<file path="src/rtl/sd_response_receiver_if.sv">
// Bus between an SD controller (master) and the SPI-mode response receiver (slave).
// Carries the card DO line, the request/length, and the status/result outputs.
interface sd_response_receiver_if #(
  parameter int MAX_BITS = 40,
  parameter int LEN_W    = $clog2(MAX_BITS + 1)
);
  logic                DO;
  logic                ACTIVATE;
  logic [LEN_W-1:0]    RESP_LEN;
  logic                BUSY;
  logic                RECEIVED;
  logic                TIMEOUT;
  logic [MAX_BITS-1:0] RESPONSE;
  logic                R1_ERROR;

  modport master (
    output DO, ACTIVATE, RESP_LEN,
    input  BUSY, RECEIVED, TIMEOUT, RESPONSE, R1_ERROR
  );

  modport slave (
    input  DO, ACTIVATE, RESP_LEN,
    output BUSY, RECEIVED, TIMEOUT, RESPONSE, R1_ERROR
  );
endinterface

</file>
<file path="src/rtl/sd_response_receiver.sv">
// SPI-mode SD response receiver: waits for the start bit on DO, shifts in 8..MAX_BITS bits,
// then pulses RECEIVED or TIMEOUT. Define SD_RESP_R1_ERR_EN to build the R1 error flag.
module sd_response_receiver #(
  parameter int MAX_BITS       = 40,
  parameter int TIMEOUT_CYCLES = 80,
  parameter int LEN_W          = $clog2(MAX_BITS + 1)
) (
  input  logic                   CLK,
  input  logic                   RESET,
  sd_response_receiver_if.slave  bus
);
  localparam int WAIT_W = $clog2(TIMEOUT_CYCLES + 1);

  typedef enum logic [2:0] {IDLE, WAIT_START, SHIFT, DONE, TOUT} state_t;

  state_t              state_reg, state_next;
  logic [LEN_W-1:0]    len_reg;
  logic [LEN_W-1:0]    eff_len;
  logic [LEN_W-1:0]    bit_cnt_reg;
  logic [WAIT_W-1:0]   wait_cnt_reg;
  logic [MAX_BITS-1:0] response_reg;
  logic                busy, received, timeout;

  // Requested length is clamped into the supported 8..MAX_BITS window.
  always_comb begin
    eff_len = bus.RESP_LEN;
    if (bus.RESP_LEN < LEN_W'(8))
      eff_len = LEN_W'(8);
    else if (bus.RESP_LEN > LEN_W'(MAX_BITS))
      eff_len = LEN_W'(MAX_BITS);
  end

  always_ff @(posedge CLK) begin
    if (RESET)
      state_reg <= IDLE;
    else
      state_reg <= state_next;
  end

  always_comb begin
    state_next = state_reg;
    case (state_reg)
      IDLE: begin
        if (bus.ACTIVATE)
          state_next = WAIT_START;
      end
      WAIT_START: begin
        if (!bus.DO)
          state_next = SHIFT;
        else if (wait_cnt_reg == WAIT_W'(TIMEOUT_CYCLES - 1))
          state_next = TOUT;
      end
      SHIFT: begin
        // The length check happens before sampling, so the exit edge takes no extra bit.
        if (bit_cnt_reg == len_reg)
          state_next = DONE;
      end
      DONE:    state_next = IDLE;
      TOUT:    state_next = IDLE;
      default: state_next = IDLE;
    endcase
  end

  always_comb begin
    busy     = 1'b0;
    received = 1'b0;
    timeout  = 1'b0;
    case (state_reg)
      WAIT_START: busy     = 1'b1;
      SHIFT:      busy     = 1'b1;
      DONE:       received = 1'b1;
      TOUT:       timeout  = 1'b1;
      default:    ;
    endcase
  end

  always_ff @(posedge CLK) begin
    if (RESET) begin
      len_reg      <= '0;
      bit_cnt_reg  <= '0;
      wait_cnt_reg <= '0;
      response_reg <= '0;
    end else begin
      case (state_reg)
        IDLE: begin
          if (state_next == WAIT_START) begin
            len_reg      <= eff_len;
            bit_cnt_reg  <= '0;
            wait_cnt_reg <= '0;
            response_reg <= '0;
          end
        end
        WAIT_START: begin
          if (state_next == SHIFT) begin
            response_reg <= {response_reg[MAX_BITS-2:0], bus.DO};
            bit_cnt_reg  <= LEN_W'(1);
          end else if (state_next == TOUT) begin
            wait_cnt_reg <= WAIT_W'(TIMEOUT_CYCLES);
            response_reg <= '0;
          end else begin
            wait_cnt_reg <= wait_cnt_reg + WAIT_W'(1);
          end
        end
        SHIFT: begin
          if (state_next == SHIFT) begin
            response_reg <= {response_reg[MAX_BITS-2:0], bus.DO};
            bit_cnt_reg  <= bit_cnt_reg + LEN_W'(1);
          end
        end
        default: ;
      endcase
    end
  end

  assign bus.BUSY     = busy;
  assign bus.RECEIVED = received;
  assign bus.TIMEOUT  = timeout;
  assign bus.RESPONSE = response_reg;

`ifdef SD_RESP_R1_ERR_EN
  // One candidate flag per possible length; the R1 byte sits at the top of the used field.
  logic [MAX_BITS:0] r1_err_by_len;
  logic              r1_error_reg;

  genvar gi;
  for (gi = 0; gi <= MAX_BITS; gi++) begin : g_r1
    if (gi >= 8) begin : g_len
      assign r1_err_by_len[gi] = |response_reg[gi-2 -: 7];
    end else begin : g_short
      assign r1_err_by_len[gi] = 1'b0;
    end
  end

  always_ff @(posedge CLK) begin
    if (RESET)
      r1_error_reg <= 1'b0;
    else if (state_reg == IDLE && state_next == WAIT_START)
      r1_error_reg <= 1'b0;
    else if (state_reg == SHIFT && state_next == DONE)
      r1_error_reg <= r1_err_by_len[len_reg];
    else if (state_next == TOUT)
      r1_error_reg <= 1'b0;
  end

  assign bus.R1_ERROR = r1_error_reg;
`else
  assign bus.R1_ERROR = 1'b0;
`endif

endmodule

</file>
<file path="src/flat_wrapper.sv">
// flat-port wrapper written by rule: the top's interface ports become plain ports
module sd_response_receiver_flat 
#(
  parameter int MAX_BITS       = 40,
  parameter int TIMEOUT_CYCLES = 80,
  parameter int LEN_W          = $clog2(MAX_BITS + 1)
)
  (CLK, RESET, bus_DO, bus_ACTIVATE, bus_RESP_LEN, bus_BUSY, bus_RECEIVED, bus_TIMEOUT, bus_RESPONSE, bus_R1_ERROR);
  sd_response_receiver_if #(.MAX_BITS(MAX_BITS), .LEN_W(LEN_W)) bus_i ();
  input  logic CLK;
  input  logic RESET;
  input wire logic [$bits(bus_i.DO)-1:0] bus_DO;
  input wire logic [$bits(bus_i.ACTIVATE)-1:0] bus_ACTIVATE;
  input wire logic [$bits(bus_i.RESP_LEN)-1:0] bus_RESP_LEN;
  output wire logic [$bits(bus_i.BUSY)-1:0] bus_BUSY;
  output wire logic [$bits(bus_i.RECEIVED)-1:0] bus_RECEIVED;
  output wire logic [$bits(bus_i.TIMEOUT)-1:0] bus_TIMEOUT;
  output wire logic [$bits(bus_i.RESPONSE)-1:0] bus_RESPONSE;
  output wire logic [$bits(bus_i.R1_ERROR)-1:0] bus_R1_ERROR;
  assign bus_i.DO = bus_DO;
  assign bus_i.ACTIVATE = bus_ACTIVATE;
  assign bus_i.RESP_LEN = bus_RESP_LEN;
  assign bus_BUSY = bus_i.BUSY;
  assign bus_RECEIVED = bus_i.RECEIVED;
  assign bus_TIMEOUT = bus_i.TIMEOUT;
  assign bus_RESPONSE = bus_i.RESPONSE;
  assign bus_R1_ERROR = bus_i.R1_ERROR;
  sd_response_receiver #(.MAX_BITS(MAX_BITS), .TIMEOUT_CYCLES(TIMEOUT_CYCLES), .LEN_W(LEN_W)) u_core (.CLK(CLK), .RESET(RESET), .bus(bus_i));
endmodule
</file>
<file path="config.mk">
export PLATFORM = sky130hd
export DESIGN_NAME = sd_response_receiver_flat
export DESIGN_NICKNAME = d
export VERILOG_FILES = /design/src/rtl/sd_response_receiver_if.sv /design/src/rtl/sd_response_receiver.sv /design/src/flat_wrapper.sv
export SDC_FILE = /design/constraint.sdc
export NUM_CORES = 1
export LEC_CHECK = 0
export CORE_MARGIN = 5
export CORE_UTILIZATION = 46
export DETAILED_ROUTE_END_ITERATION = 10
export PLACE_DENSITY = 0.75
export SYNTH_ARGS = -nofsm -noshare
export SYNTH_HDL_FRONTEND = slang
export SYNTH_SLANG_ARGS = --single-unit
</file>
<file path="constraint.sdc">
create_clock -name CLK -period 1.9 [get_ports CLK]
set_input_delay 0.285 -clock CLK [delete_from_list [all_inputs] [get_ports CLK]]
set_output_delay 0.285 -clock CLK [all_outputs]
set_load 0.005 [all_outputs]
</file>
# Word-level counts from Yosys, hierarchy flattened
# Cells that the tools add are included.
dict set report classes {
  add_sub_neg 2
  reduce_logical 8
  n_lt_le_gt_ge 2
  muxes 23
  eq_ne 14
}
# op n
set op_table {}
lappend op_table {{$mux W40} 4}
lappend op_table {{$pmux W40 S3} 1}
lappend op_table {{$mux W6} 5}
lappend op_table {{$mux W7} 3}
lappend op_table {{$pmux W6 S3} 1}
lappend op_table {{$pmux W7 S2} 1}
lappend op_table {{$mux W3} 4}
lappend op_table {{$eq A3 B2 Y1 const B} 3}
lappend op_table {{$pmux W3 S3} 1}
lappend op_table {{$reduce_and A4 Y1} 2}
lappend op_table {{$add A7 B1 Y7 const B} 1}
lappend op_table {{$eq A7 B7 Y1 const B} 1}
lappend op_table {{$add A6 B1 Y6 const B} 1}
lappend op_table {{$eq A3 B1 Y1 const B} 2}
lappend op_table {{$eq A3 B3 Y1 const B} 2}
lappend op_table {{$eq A6 B6 Y1} 1}
lappend op_table {{$gt A6 B6 Y1 const B} 1}
lappend op_table {{$lt A6 B4 Y1 const B} 1}
lappend op_table {{$ne A2 B1 Y1 const B} 3}
lappend op_table {{$logic_not A3 Y1} 1}
lappend op_table {{$mux W1} 3}
lappend op_table {{$ne A3 B1 Y1 const B} 1}
lappend op_table {{$reduce_and A3 Y1} 1}
lappend op_table {{$reduce_bool A3 Y1} 1}
lappend op_table {{4 further kinds} 4}
dict set report totals {
  word_cells 54
  regBits 62
  out_inout_bits 44
  input_bits 10
}

# Depth between registers and ports, before layout
# Gate-level depths: netlist of run 1.
dict set report logic_depth {
  depth_word 8
  depth_mapped 7
  depth_no_buf 6
}

# Least setup slack after synthesis of run 1
# Ideal clock, no wire load.
dict set report synth_timing {
  path_kind {reg-to-reg}
  from {reg u_core.wait_cnt_reg[0]}
  to {reg u_core.response_reg[0], in the netlist u_core.bus.RESPONSE[0]}
  setup_time_ns 0.121
  path_slack_ns -0.001
  period_less_slack_ns 1.901
  required_time_ns 1.779
  stages_incl_launch_ff 8
  arrival_time_ns 1.780
  cell_sequence {dfxtp_1 -> ha_1 -> and3_1 -> nand3_1 -> nor2b_1 -> nor3_1 -> buf_6 -> mux2_4}
}
dict set report synth_via {
  elab_chain_len 7
  elab_cells_between_ends 13
}
# element line
set synth_rtl {}
lappend synth_rtl {{from (decl)} sd_response_receiver.sv:20} ;# logic [WAIT_W-1:0] wait_cnt_reg;
lappend synth_rtl {{from (signal assigned)} sd_response_receiver.sv:98} ;# wait_cnt_reg <= WAIT_W'(TIMEOUT_CYCLES);
lappend synth_rtl {{from (signal assigned)} sd_response_receiver.sv:101} ;# wait_cnt_reg <= wait_cnt_reg + WAIT_W'(1);
lappend synth_rtl {{$eq A7 B7 Y1 *} sd_response_receiver.sv:50} ;# else if (wait_cnt_reg == WAIT_W'(TIMEOUT_CYCLES - 1))
lappend synth_rtl {{$mux W3 *} sd_response_receiver.sv:50}
lappend synth_rtl {{$mux W3 *} sd_response_receiver.sv:48} ;# if (!bus.DO)
lappend synth_rtl {{$pmux W3 S3 *} sd_response_receiver.sv:42} ;# case (state_reg)
lappend synth_rtl {{$eq A3 B3 Y1 (tied with other cells)} sd_response_receiver.sv:97} ;# end else if (state_next == TOUT) begin
lappend synth_rtl {{$ne A3 B1 Y1 (no source line) (tied with other cells)} -}
lappend synth_rtl {{$reduce_and A4 Y1 (no source line) or $pmux W40 S3 (tied branches)} -}
lappend synth_rtl {{to (signal assigned)} sd_response_receiver.sv:95} ;# response_reg <= {response_reg[MAX_BITS-2:0], bus.DO};
lappend synth_rtl {{to (signal assigned)} sd_response_receiver.sv:106} ;# response_reg <= {response_reg[MAX_BITS-2:0], bus.DO};
lappend synth_rtl {{to (decl)} sd_response_receiver.sv:21} ;# logic [MAX_BITS-1:0] response_reg;
# Mark *: on every way between the ends. The rest lies on a longest branch, timed or not.
# A chain may end at the register's enable or synchronous reset.

# Worst setup path after layout of run 1
dict set report layout_timing {
  from {reg u_core.state_reg[1]}
  to {out bus_RECEIVED}
}
dict set report layout_via {
  elab_chain_len 2
}
# element line
set layout_rtl {}
lappend layout_rtl {{from (decl)} sd_response_receiver.sv:16} ;# state_t state_reg, state_next;
lappend layout_rtl {{from (signal assigned)} sd_response_receiver.sv:37} ;# state_reg <= state_next;
lappend layout_rtl {{$eq A3 B2 Y1} sd_response_receiver.sv:68} ;# case (state_reg)
lappend layout_rtl {{$mux W1} sd_response_receiver.sv:68}
lappend layout_rtl {{to (decl)} flat_wrapper.sv:16} ;# output wire logic [$bits(bus_i.RECEIVED)-1:0] bus_RECEIVED;
# Every way passes these cells.

==> PnR_summary.wiki, run 1 <==
{| class="wikitable"
! Metric !! Value
|-
| Status || finished clean
|-
| Maximum fanout count along the critical path || 8
|-
| Storage element area || 1240 µm²
|-
| Post-synthesis sequential element count || 62
|-
| Initial standard-cell utilization of the core || 0.472
|-
| Number of H-tree levels || 3
|-
| Wire per inst || 13.7 µm
|-
| Clk Latency, worst-skew pair || 330 ps
|-
| First DRT Iteration DRCs || 141
|-
| Filler instances || 490
|-
| Cell breakdown of the critical path || buf_6 -> nand2_1 -> nor2_1 -> clkdlybuf4s50_1
|-
| Power density over the cells || 782 nW/µm²
|-
| Count of nets left with antenna violations after detail routing || 0
|-
| Highest attainable clock frequency || 546 MHz
|-
| Library cell used as clock root buffer || clkbuf_8
|-
| Growth of design area from synthesis to finish || 35.7%
|-
| Number of enable flip-flop cells after synthesis || 0
|-
| Initial antenna violation count || 0
|-
| Number of design rule violations left after detail routing || 0
|-
| Simple-gate portion of the synthesized area || 0.233
|-
| Overflow left after global routing || 0
|-
| Tmin final || 1830 ps
|-
| Layout Utilization || 0.641
|-
| Reg-to-reg setup timing slack || 70 ps
|-
| Fraction of the mapped netlist area in compound gates || 0.0680
|-
| Portion of synthesized cell area occupied by the leading cell type || 0.446
|-
| Hold WC Path Type || flop to flop
|-
| Overall die height || 87.7 µm
|-
| Reg2reg path depth || 7
|-
| Startpoint-to-endpoint class of the critical path || flop to output pin
|-
| Area of the mapped netlist || 2780 µm²
|-
| Endpoint required time on the critical path || 1620 ps
|-
| Num rows || 28
|-
| Overall routed net length || 6220 µm
|-
| Critical path startpoint category || flop
|-
| Portion of netlist area occupied by mux cells || 0.153
|-
| Number of endpoints failing setup at the final stage || 0
|-
| Cell type with the largest total area after synthesis || dfxtp_1
|-
| Max capacitance violation total || 0
|-
| Final-stage net count || 388
|-
| Startpoint of the most critical hold path || u_core.bus.RESPONSE[39]
|-
| Commonest non-fill, non-tap cells in the layout || dfxtp_1 (59), clkdlybuf4s50_1 (50), nand2_1 (47)
|-
| Most frequent standard cell in the layout excluding fill and tap cells || dfxtp_1
|-
| Sinks on Clock Net || 62
|-
| Area of the placeable core || 5890 µm²
|-
| Share of the clock period used by the worst path || 0.963
|-
| Peak supply drop || 0.470 mV
|-
| Capture point of the worst reg-to-reg path || u_core.bus.RESPONSE[13]
|-
| Crit path capture type || output pin
|-
| Avg Cell Area, Syn || 8.88 µm²
|-
| Ys Warns || 0
|-
| Maximum buffer depth of the clock tree || 2
|-
| Cell with the largest stage delay on the worst path || clkdlybuf4s50_1
|-
| Vias in the first global route || 2224
|-
| Clock skew after layout || 5.63 ps
|-
| Final worst hold slack || 467 ps
|-
| Flip-flop count of the largest register, all copies and words added || 40
|-
| HPWL after DPL || 4120 µm
|-
| Wire length of the first global-routing pass || 10000 µm
|-
| Adder-cell share of the synthesized area || 0.00900
|-
| Ratio of cells with drive above 1 in the final layout || 0.145
|-
| TritonCTS clock tree || built
|-
| Endpoint, Worst Hold || u_core.bus.RESPONSE[39]
|-
| Post-DR vias/cell || 5.23
|-
| Worst path max stage delay || 520 ps
|-
| Synth Area in XOR/XNOR || 0.0473
|-
| Total via count in the routed design || 2378
|-
| Primary flip-flop cell chosen by synthesis mapping || dfxtp_1
|-
| Largest cells by area after synthesis || dfxtp_1 (45%), mux2i_1 (15%), nand3_1 (7.4%), nand2_1 (6.3%), nor2_1 (3.4%)
|-
| Register clock-pin slew on the reported worst setup and hold paths || 70 ps
|-
| Dominant combinational cell family by area after synthesis || simple AND/OR/NAND/NOR gates
|-
| Final number of hold-violating endpoints || 0
|-
| Pre-antenna DRT Iters || 5
|-
| Antenna cell count || 0
|-
| Area of the die || 7700 µm²
|-
| Post-synthesis async set-or-reset flop share || 0
|-
| Max-slew violation total from the final report || 0
|-
| GRT Total Usage || 0.164
|-
| CTS buffer count || 9
|-
| Cells after synthesis || 313
|-
| I/O Pins || 54
|-
| Standby leakage power || 0.00147 µW
|-
| CTS Hold Buffers Added || 0
|-
| Largest net degree at the start of global routing || 53
|-
| Final total power || 2950 µW
|-
| RePlAce Congestion || 0.837
|-
| Net count of the mapped netlist || 325
|-
| Launch point of the worst reg-to-reg path || u_core.state_reg[0]
|-
| Cell family contributing the most delay on the critical path || buffers and inverters
|-
| CP arrival || 1550 ps
|-
| Proportion of synthesized chip area in sequential cells || 0.446
|-
| Worst Hold Depth || 2
|-
| Buffers on Ports || 52
|-
| Total area of multi-input combinational cells || 1470 µm²
|-
| Number of library cell types mapped by synthesis || 42
|-
| Buffer and inverter count on the worst path || 2
|-
| Overall die width || 87.7 µm
|}
timing repair:
item / in CTS / in global routing
gates cloned: 0 / 3
endpoints found under the setup margin: 8 / 42
pin swaps: 0 / 1
resized for setup: 2 / 13
buffers inserted: 0 / 2
stage by stage:
step                setup TNS [ps]  area, µm²  instances  worst slack, ps
finish                           0       3770        455             69.7
global route                 -10.1       3770        455            -10.1
CTS                              0       3660        450             6.58
detailed placement            -903       3470        435             -145
global placement              -171       3470        435            -71.6
floorplan                        0       2790        313             86.9
worst max-delay path by stage:
stage,slack [ps],from,cells past startpoint,endpoint
2_1_floorplan,90,u_core.state_reg[1],7,u_core.bus.RESPONSE[0]
3_3_place_gp,-70,bus_DO,6,u_core.bit_cnt_reg[5]
6_report,70,u_core.state_reg[1],4,bus_RECEIVED
4_1_cts,7,u_core.wait_cnt_reg[0],7,u_core.bus.RESPONSE[10]
3_5_place_dp,-140,bus_DO,6,u_core.bit_cnt_reg[5]
5_1_grt,-10,u_core.state_reg[1],4,bus_RECEIVED
synthesized netlist by cell type, drive strengths merged, types with 3 or more instances:
cell and count:
dfxtp 62, nand2 47, mux2i 41, nand3 41, nor2 26, clkbuf 15, a21oi 9, xor2 8
buf 7, o21ai 7, xnor2 7, and3 5, a22oi 4, nand2b 3, nor2b 3, o211ai 3
layout make-up:
type / instances / area share
Multi-Input combinational cell: 227 / 0.389
Sequential cell: 62 / 0.330
Timing Repair Buffer: 74 / 0.204
Clock buffer: 11 / 0.0375
Tap cell: 75 / 0.0249
Clock inverter: 4 / 0.0126
Inverter: 2 / 0.00199
where the power goes:
part / switching, µW / internal, µW / leakage [µW] / total [µW]
registers: 16.4 / 1320 / 0.000502 / 1340
clock network: 486 / 630 / 0.0000952 / 1120
logic: 257 / 243 / 0.000876 / 500
cell families (layout without fill, tap and decap cells):
| logic type | count (synthesis) | count (layout) |
|---|---|---|
| adder cells (fa/ha/maj) | 2 | 2 |
| other | 1 | 1 |
| flip-flops | 62 | 62 |
| AND/OR/NAND/NOR | 138 | 138 |
| multiplexers | 42 | 42 |
| XOR/XNOR | 15 | 15 |
| AO/OA/AOI/OAI | 29 | 29 |
| buffers and inverters | 24 | 91 |
routing by layer:
| layer | up-vias | part of all wire | GRT usage |
|---|---|---|---|
| met1 | 1118 | 0.47 | 0.209 |
| met2 | 47 | 0.47 | 0.262 |
| met4 | 0 | 0.021 | 0.0879 |
| li1 | 1203 | - | - |
| met5 | - | 0 | 0 |
| met3 | 10 | 0.040 | 0.0329 |
tightest hold or removal path, delay by kind of cell (launching register included):
| kind | cells | cell delay, ps |
|---|---|---|
| DFF | 1 | 310 |
| muxes | 1 | 50 |
| and+or+nand+nor | 1 | 60 |
(Power assumes the default switching activity.)
==> run 2: changes to the inputs <==
--- a/config.mk
+++ b/config.mk
@@ -5,10 +5,11 @@
 export SDC_FILE = /design/constraint.sdc
 export NUM_CORES = 1
 export LEC_CHECK = 0
+export ABC_AREA = 1
 export CORE_MARGIN = 5
-export CORE_UTILIZATION = 46
+export CORE_UTILIZATION = 47
 export DETAILED_ROUTE_END_ITERATION = 10
-export PLACE_DENSITY = 0.75
+export PLACE_DENSITY = 0.76
 export SYNTH_ARGS = -nofsm -noshare
 export SYNTH_HDL_FRONTEND = slang
 export SYNTH_SLANG_ARGS = --single-unit
==> PnR_summary.wiki, run 2 <==
{| class="wikitable"
! Metric !! Value
|-
| Post-DR vias/cell || 5.38
|-
| Number of H-tree levels || 3
|-
| Commonest non-fill, non-tap cells in the layout || nand2_1 (88), dfxtp_1 (59), a21oi_1 (58)
|-
| Clk Latency, worst-skew pair || 340 ps
|-
| Total via count in the routed design || 2755
|-
| Wire length of the first global-routing pass || 12100 µm
|-
| Tmin final || 1790 ps
|-
| Area of the die || 7700 µm²
|-
| Reg2reg path depth || 11
|-
| Largest net degree at the start of global routing || 52
|-
| Area of the placeable core || 5890 µm²
|-
| Post-synthesis async set-or-reset flop share || 0
|-
| CTS buffer count || 9
|-
| Cell type with the largest total area after synthesis || dfxtp_1
|-
| Max-slew violation total from the final report || 0
|-
| GRT Total Usage || 0.198
|-
| Proportion of synthesized chip area in sequential cells || 0.437
|-
| Library cell used as clock root buffer || clkbuf_8
|-
| Area of the mapped netlist || 2840 µm²
|-
| Number of enable flip-flop cells after synthesis || 0
|-
| Num rows || 28
|-
| Area of placed instances || 3440 µm²
|-
| Overall die height || 87.7 µm
|-
| Share of power burned in combinational logic || 0.141
|-
| Final total power || 2980 µW
|-
| Critical path startpoint category || flop
|-
| Relative contribution of the clock network to total power || 0.401
|-
| Number of library cell types mapped by synthesis || 32
|-
| Net count of the mapped netlist || 391
|-
| Number of design rule violations left after detail routing || 0
|-
| Maximum buffer depth of the clock tree || 2
|-
| Cells after synthesis || 379
|-
| First DRT Iteration DRCs || 122
|-
| Switching power share of the total || 0.277
|-
| Total Negative Setup Slacks || 0 ps
|-
| CP arrival || 1510 ps
|-
| Worst Hold Depth || 2
|-
| Final-stage net count || 444
|-
| Summed area of non-filler cells in the final layout || 3700 µm²
|-
| Register clock-pin slew on the reported worst setup and hold paths || 70 ps
|-
| Most frequent cell after synthesis || nand2_1
|-
| Post-synthesis sequential element count || 62
|-
| Most frequent standard cell in the layout excluding fill and tap cells || nand2_1
|-
| Power share of the sequential group || 0.458
|-
| Number of endpoints failing setup at the final stage || 0
|-
| TritonCTS clock tree || built
|-
| Initial standard-cell utilization of the core || 0.483
|-
| Endpoint required time on the critical path || 1620 ps
|-
| Final number of hold-violating endpoints || 0
|-
| Overall routed net length || 6990 µm
|-
| Max capacitance violation total || 0
|-
| Avg Cell Area, Syn || 7.49 µm²
|-
| Buffers on Ports || 52
|-
| Highest attainable clock frequency || 557 MHz
|-
| Overall die width || 87.7 µm
|-
| Hold WC Path Type || flop to flop
|-
| Vias in the first global route || 2717
|-
| Count of nets left with antenna violations after detail routing || 0
|-
| Antenna cell count || 0
|-
| Standby leakage power || 0.00135 µW
|-
| Sinks on Clock Net || 62
|-
| Status || finished clean
|-
| Filler instances || 544
|-
| Flip-flop count of the largest register, all copies and words added || 40
|-
| Ratio of cells with drive above 1 in the final layout || 0.126
|-
| Peak supply drop || 0.581 mV
|-
| Crit path capture type || output pin
|-
| Growth of design area from synthesis to finish || 30.3%
|-
| Power density over the cells || 806 nW/µm²
|-
| Portion of synthesized cell area occupied by the leading cell type || 0.437
|-
| Internal power consumption || 2160 µW
|-
| Wire per inst || 13.7 µm
|-
| Layout Utilization || 0.629
|-
| Initial antenna violation count || 0
|-
| Largest cells by area after synthesis || dfxtp_1 (44%), nand2_1 (12%), nand4_1 (11%), a21oi_1 (10%), buf_4 (3.2%)
|-
| I/O Pins || 54
|-
| Maximum fanout count along the critical path || 4
|-
| Final worst hold slack || 474 ps
|-
| Ys Warns || 0
|-
| Net switching power figure || 825 µW
|-
| Pre-antenna DRT Iters || 4
|-
| Primary flip-flop cell chosen by synthesis mapping || dfxtp_1
|-
| RePlAce Congestion || 0.862
|-
| Clock skew after layout || 4.97 ps
|-
| Share of the clock period used by the worst path || 0.945
|-
| HPWL after DPL || 4620 µm
|-
| Startpoint-to-endpoint class of the critical path || flop to output pin
|-
| RSZ-0062 raised after global routing || false
|-
| Commonest cells in the synthesized netlist || nand2_1 (89), dfxtp_1 (62), a21oi_1 (58)
|-
| Overflow left after global routing || 0
|}
-- run 2: changes by cell type in the layout (fill, tap and decap cells not counted), sizes merged, moves of 26 or more --
cell and change:
a21oi +49, nand4 +49, nand2 +46, mux2i -41
nand3 -34, inv +26
-- run 2: repair_timing --
| action | 4_1_cts | 5_1_grt |
|---|---|---|
| gates resized for setup | 6 | 5 |
| setup buffers | 1 | 2 |
| setup endpoints to repair | 2 | 2 |
| pin swaps | 1 | 2 |
| hold buffers | 0 | 0 |
-- run 2: path summary, 6_finish.rpt --
path	from	to	slack, ps
worst max-delay path	u_core.state_reg[1]	bus_RECEIVED	110
worst min-delay path	u_core.bus.RESPONSE[39]	u_core.bus.RESPONSE[39]	470
worst max register to register	u_core.state_reg[0]	u_core.bus.RESPONSE[38]	170
worst min register to register	u_core.bus.RESPONSE[39]	u_core.bus.RESPONSE[39]	470
-- run 2: logic make-up (layout without fill, tap and decap cells) --
family          count (synthesis)  after routing  synth area share
flops                          62             62             0.437
compound gates                 71             71             0.127
buf+inv                        53            111            0.0885
xor+xnor                        5              5            0.0154
other cells                     1              1           0.00132
fa+ha+maj                       2              2           0.00881
simple gates                  185            185             0.322
-- run 2: layer usage --
| layer | global-route usage | wire length (µm) | vias up |
|---|---|---|---|
| met3 | 0.0640 | 470 | 7 |
| met4 | 0.0767 | 94 | 0 |
| li1 | - | - | 1401 |
| met2 | 0.335 | 3510 | 67 |
| met5 | 0 | 0 | - |
| met1 | 0.232 | 2920 | 1280 |
-- run 2: cell type report --
| class | count | area [µm²] | area share |
|---|---|---|---|
| Timing Repair Buffer | 68 | 681 | 0.184 |
| Tap cell | 75 | 93.8 | 0.0254 |
| Clock buffer | 11 | 151 | 0.0409 |
| Clock inverter | 5 | 56.3 | 0.0152 |
| Multi-Input combinational cell | 264 | 1370 | 0.369 |
| Inverter | 27 | 104 | 0.0281 |
| Sequential cell | 62 | 1250 | 0.337 |
-- run 2: per-stage QoR --
stage                     setup WS [ps]  std cells
after global placement             92.2        493
after detailed placement           34.0        493
final                               105        512
after global routing               7.23        512
after CTS                         0.241        510
after floorplan                     349        379
-- run 2: power by group through the flow --
stage / logic (µW) / clock network, µW / registers, µW
6_report: 421 / 1190 / 1370
5_1_grt: 475 / 1290 / 1370
4_1_cts: 415 / 1230 / 1370
3_5_place_dp: 407 / 0 / 1400
3_3_place_gp: 400 / 0 / 1390
2_1_floorplan: 297 / 0 / 1390
-- run 2: critical path, stage by stage, from the launching register on --
cell             delay (ps)
dfxtp_2                 390
inv_2                    70
nor3_1                  180
clkdlybuf4s50_1         530
==> run 3: changes to the inputs <==
--- a/config.mk
+++ b/config.mk
@@ -7,9 +7,8 @@
 export LEC_CHECK = 0
 export ABC_AREA = 1
 export CORE_MARGIN = 5
-export CORE_UTILIZATION = 47
+export CORE_UTILIZATION = 34
 export DETAILED_ROUTE_END_ITERATION = 10
-export PLACE_DENSITY = 0.76
 export SYNTH_ARGS = -nofsm -noshare
 export SYNTH_HDL_FRONTEND = slang
 export SYNTH_SLANG_ARGS = --single-unit
==> PnR_summary.wiki, run 3 (synthesized netlist as in run 2, its figures left out) <==
{| class="wikitable"
! Metric !! Value
|-
| GRT Total Usage || 0.145
|-
| Wire per inst || 13.2 µm
|-
| Routed length on met3 || 493 µm
|-
| Clk Latency, worst-skew pair || 330 ps
|-
| Share of the clock period used by the worst path || 0.930
|-
| Total area of multi-input combinational cells || 1350 µm²
|-
| Maximum fanout count along the critical path || 4
|-
| Endpoint required time on the critical path || 1620 ps
|-
| Pre-antenna DRT Iters || 4
|-
| Largest net degree at the start of global routing || 41
|-
| Cell family contributing the most delay on the critical path || buffers and inverters
|-
| Final number of hold-violating endpoints || 0
|-
| Standby leakage power || 0.00132 µW
|-
| Peak supply drop || 0.316 mV
|-
| Highest attainable clock frequency || 566 MHz
|-
| CTS buffer count || 9
|-
| Switching power share of the total || 0.278
|-
| Filler instances || 838
|-
| Storage element area || 1250 µm²
|-
| Num rows || 33
|-
| Net switching power figure || 809 µW
|-
| Status || finished clean
|-
| First DRT Iteration DRCs || 79
|-
| Relative contribution of the clock network to total power || 0.378
|-
| TritonCTS clock tree || built
|-
| Area of the die || 10300 µm²
|-
| Max capacitance violation total || 0
|-
| Final worst hold slack || 312 ps
|-
| Worst setup path start || u_core.state_reg[1]
|-
| Cell breakdown of the critical path || inv_2 -> nor3_1 -> clkdlybuf4s50_1
|-
| Ratio of cells with drive above 1 in the final layout || 0.113
|-
| Vias in the first global route || 2549
|-
| Crit path capture type || output pin
|-
| Most frequent standard cell in the layout excluding fill and tap cells || nand2_1
|-
| Hold WC Path Type || input port to flop
|-
| Power share of the sequential group || 0.470
|-
| Overall die height || 101 µm
|-
| Final-stage net count || 442
|-
| Startpoint-to-endpoint class of the critical path || flop to output pin
|-
| Register clock-pin slew on the reported worst setup and hold paths || 70 ps
|-
| Overall routed net length || 7130 µm
|-
| Antenna cell count || 0
|-
| Worst path max stage delay || 530 ps
|-
| Commonest non-fill, non-tap cells in the layout || nand2_1 (89), dfxtp_1 (59), a21oi_1 (58)
|-
| Overflow left after global routing || 0
|-
| Number of endpoints failing setup at the final stage || 0
|-
| Reg-to-reg setup timing slack || 170 ps
|-
| Post-DR vias/cell || 4.94
|-
| Critical path startpoint category || flop
|-
| Total via count in the routed design || 2667
|-
| RSZ-0062 raised after global routing || false
|-
| Area of the placeable core || 8180 µm²
|-
| Number of cells in the finished layout apart from fillers || 540
|-
| Buffer and inverter count on the worst path || 2
|-
| Initial standard-cell utilization of the core || 0.347
|-
| Worst Hold Depth || 2
|-
| Share of power burned in combinational logic || 0.152
|-
| CP arrival || 1480 ps
|-
| Library cell used as clock root buffer || clkbuf_8
|-
| Flip-flop count of the largest register, all copies and words added || 40
|-
| Met2 wire len || 3290 µm
|-
| Sinks on Clock Net || 62
|-
| Tmin final || 1770 ps
|-
| Number of H-tree levels || 3
|-
| Capture point of the worst reg-to-reg path || u_core.bus.RESPONSE[5]
|-
| Count of nets left with antenna violations after detail routing || 0
|-
| Endpoint, Worst Hold || u_core.bit_cnt_reg[1]
|-
| I/O Pins || 54
|-
| Growth of design area from synthesis to finish || 30.3%
|-
| Startpoint of the most critical hold path || RESET
|-
| Cell with the largest stage delay on the worst path || clkdlybuf4s50_1
|-
| Number of placed instances with taps included || 523
|-
| Initial antenna violation count || 0
|-
| Post-Route M1 WL || 3330 µm
|-
| Total Negative Setup Slacks || 0 ps
|-
| Reg2reg path depth || 9
|-
| HPWL after DPL || 4790 µm
|-
| Clock skew after layout || 12.2 ps
|-
| Overall die width || 101 µm
|-
| Power density over the cells || 786 nW/µm²
|-
| Max-slew violation total from the final report || 0
|-
| Maximum buffer depth of the clock tree || 2
|-
| RePlAce Congestion || 0.844
|-
| Launch point of the worst reg-to-reg path || u_core.wait_cnt_reg[0]
|-
| Internal power consumption || 2100 µW
|-
| Buffers on Ports || 52
|-
| Top routing layer in use || met4
|-
| Wire length of the first global-routing pass || 11900 µm
|-
| Number of design rule violations left after detail routing || 0
|}
run 3: how the worst max path moves through the flow:
stage / to / slack, ps / cells past startpoint
floorplan: u_core.bus.RESPONSE[0] / 350 / 9
global placement: u_core.wait_cnt_reg[5] / 40 / 8
detailed placement: u_core.wait_cnt_reg[5] / 7 / 8
CTS: bus_TIMEOUT / 70 / 3
global route: u_core.bus.RESPONSE[5] / 3 / 8
finish: bus_RECEIVED / 130 / 3
run 3: power by group through the flow:
stage               registers [µW]  logic [µW]  clock network [µW]
floorplan                     1390         297                   0
global placement              1390         438                   0
detailed placement            1400         437                   0
CTS                           1370         446                1150
global route                  1370         492                1200
finish                        1370         442                1100
run 3: cell type report:
class,instances,share of cell area
clock inverter,4,0.0129
tap,105,0.0355
sequential,62,0.337
clock buffer,12,0.0365
inverter,27,0.0281
timing repair buffer,66,0.184
multi-input combinational,264,0.366
run 3: what timing repair did:
action | in CTS | in global routing
hold buffers | 0 | 0
resized for setup | 7 | 1
pin swaps | 1 | 0
buffers inserted | 1 | 0
endpoints found under the setup margin | 2 | 1
run 3: routing by layer:
metal | vias to the layer above | track usage
li1 | 1405 | -
met5 | - | 0
met4 | 0 | 0.0337
met3 | 2 | 0.0661
met2 | 63 | 0.235
met1 | 1197 | 0.176
run 3: metrics by stage:
stage / instance area (µm²) / total power, µW / utilization / setup slack (ps)
6_report: 3700 / 2910 / 0.453 / 133
5_1_grt: 3700 / 3060 / 0.453 / 3.40
4_1_cts: 3700 / 2960 / 0.452 / 73.5
3_5_place_dp: 3500 / 1830 / 0.428 / 6.92
3_3_place_gp: 3500 / 1830 / 0.428 / 39.7
2_1_floorplan: 2840 / 1680 / - / 349
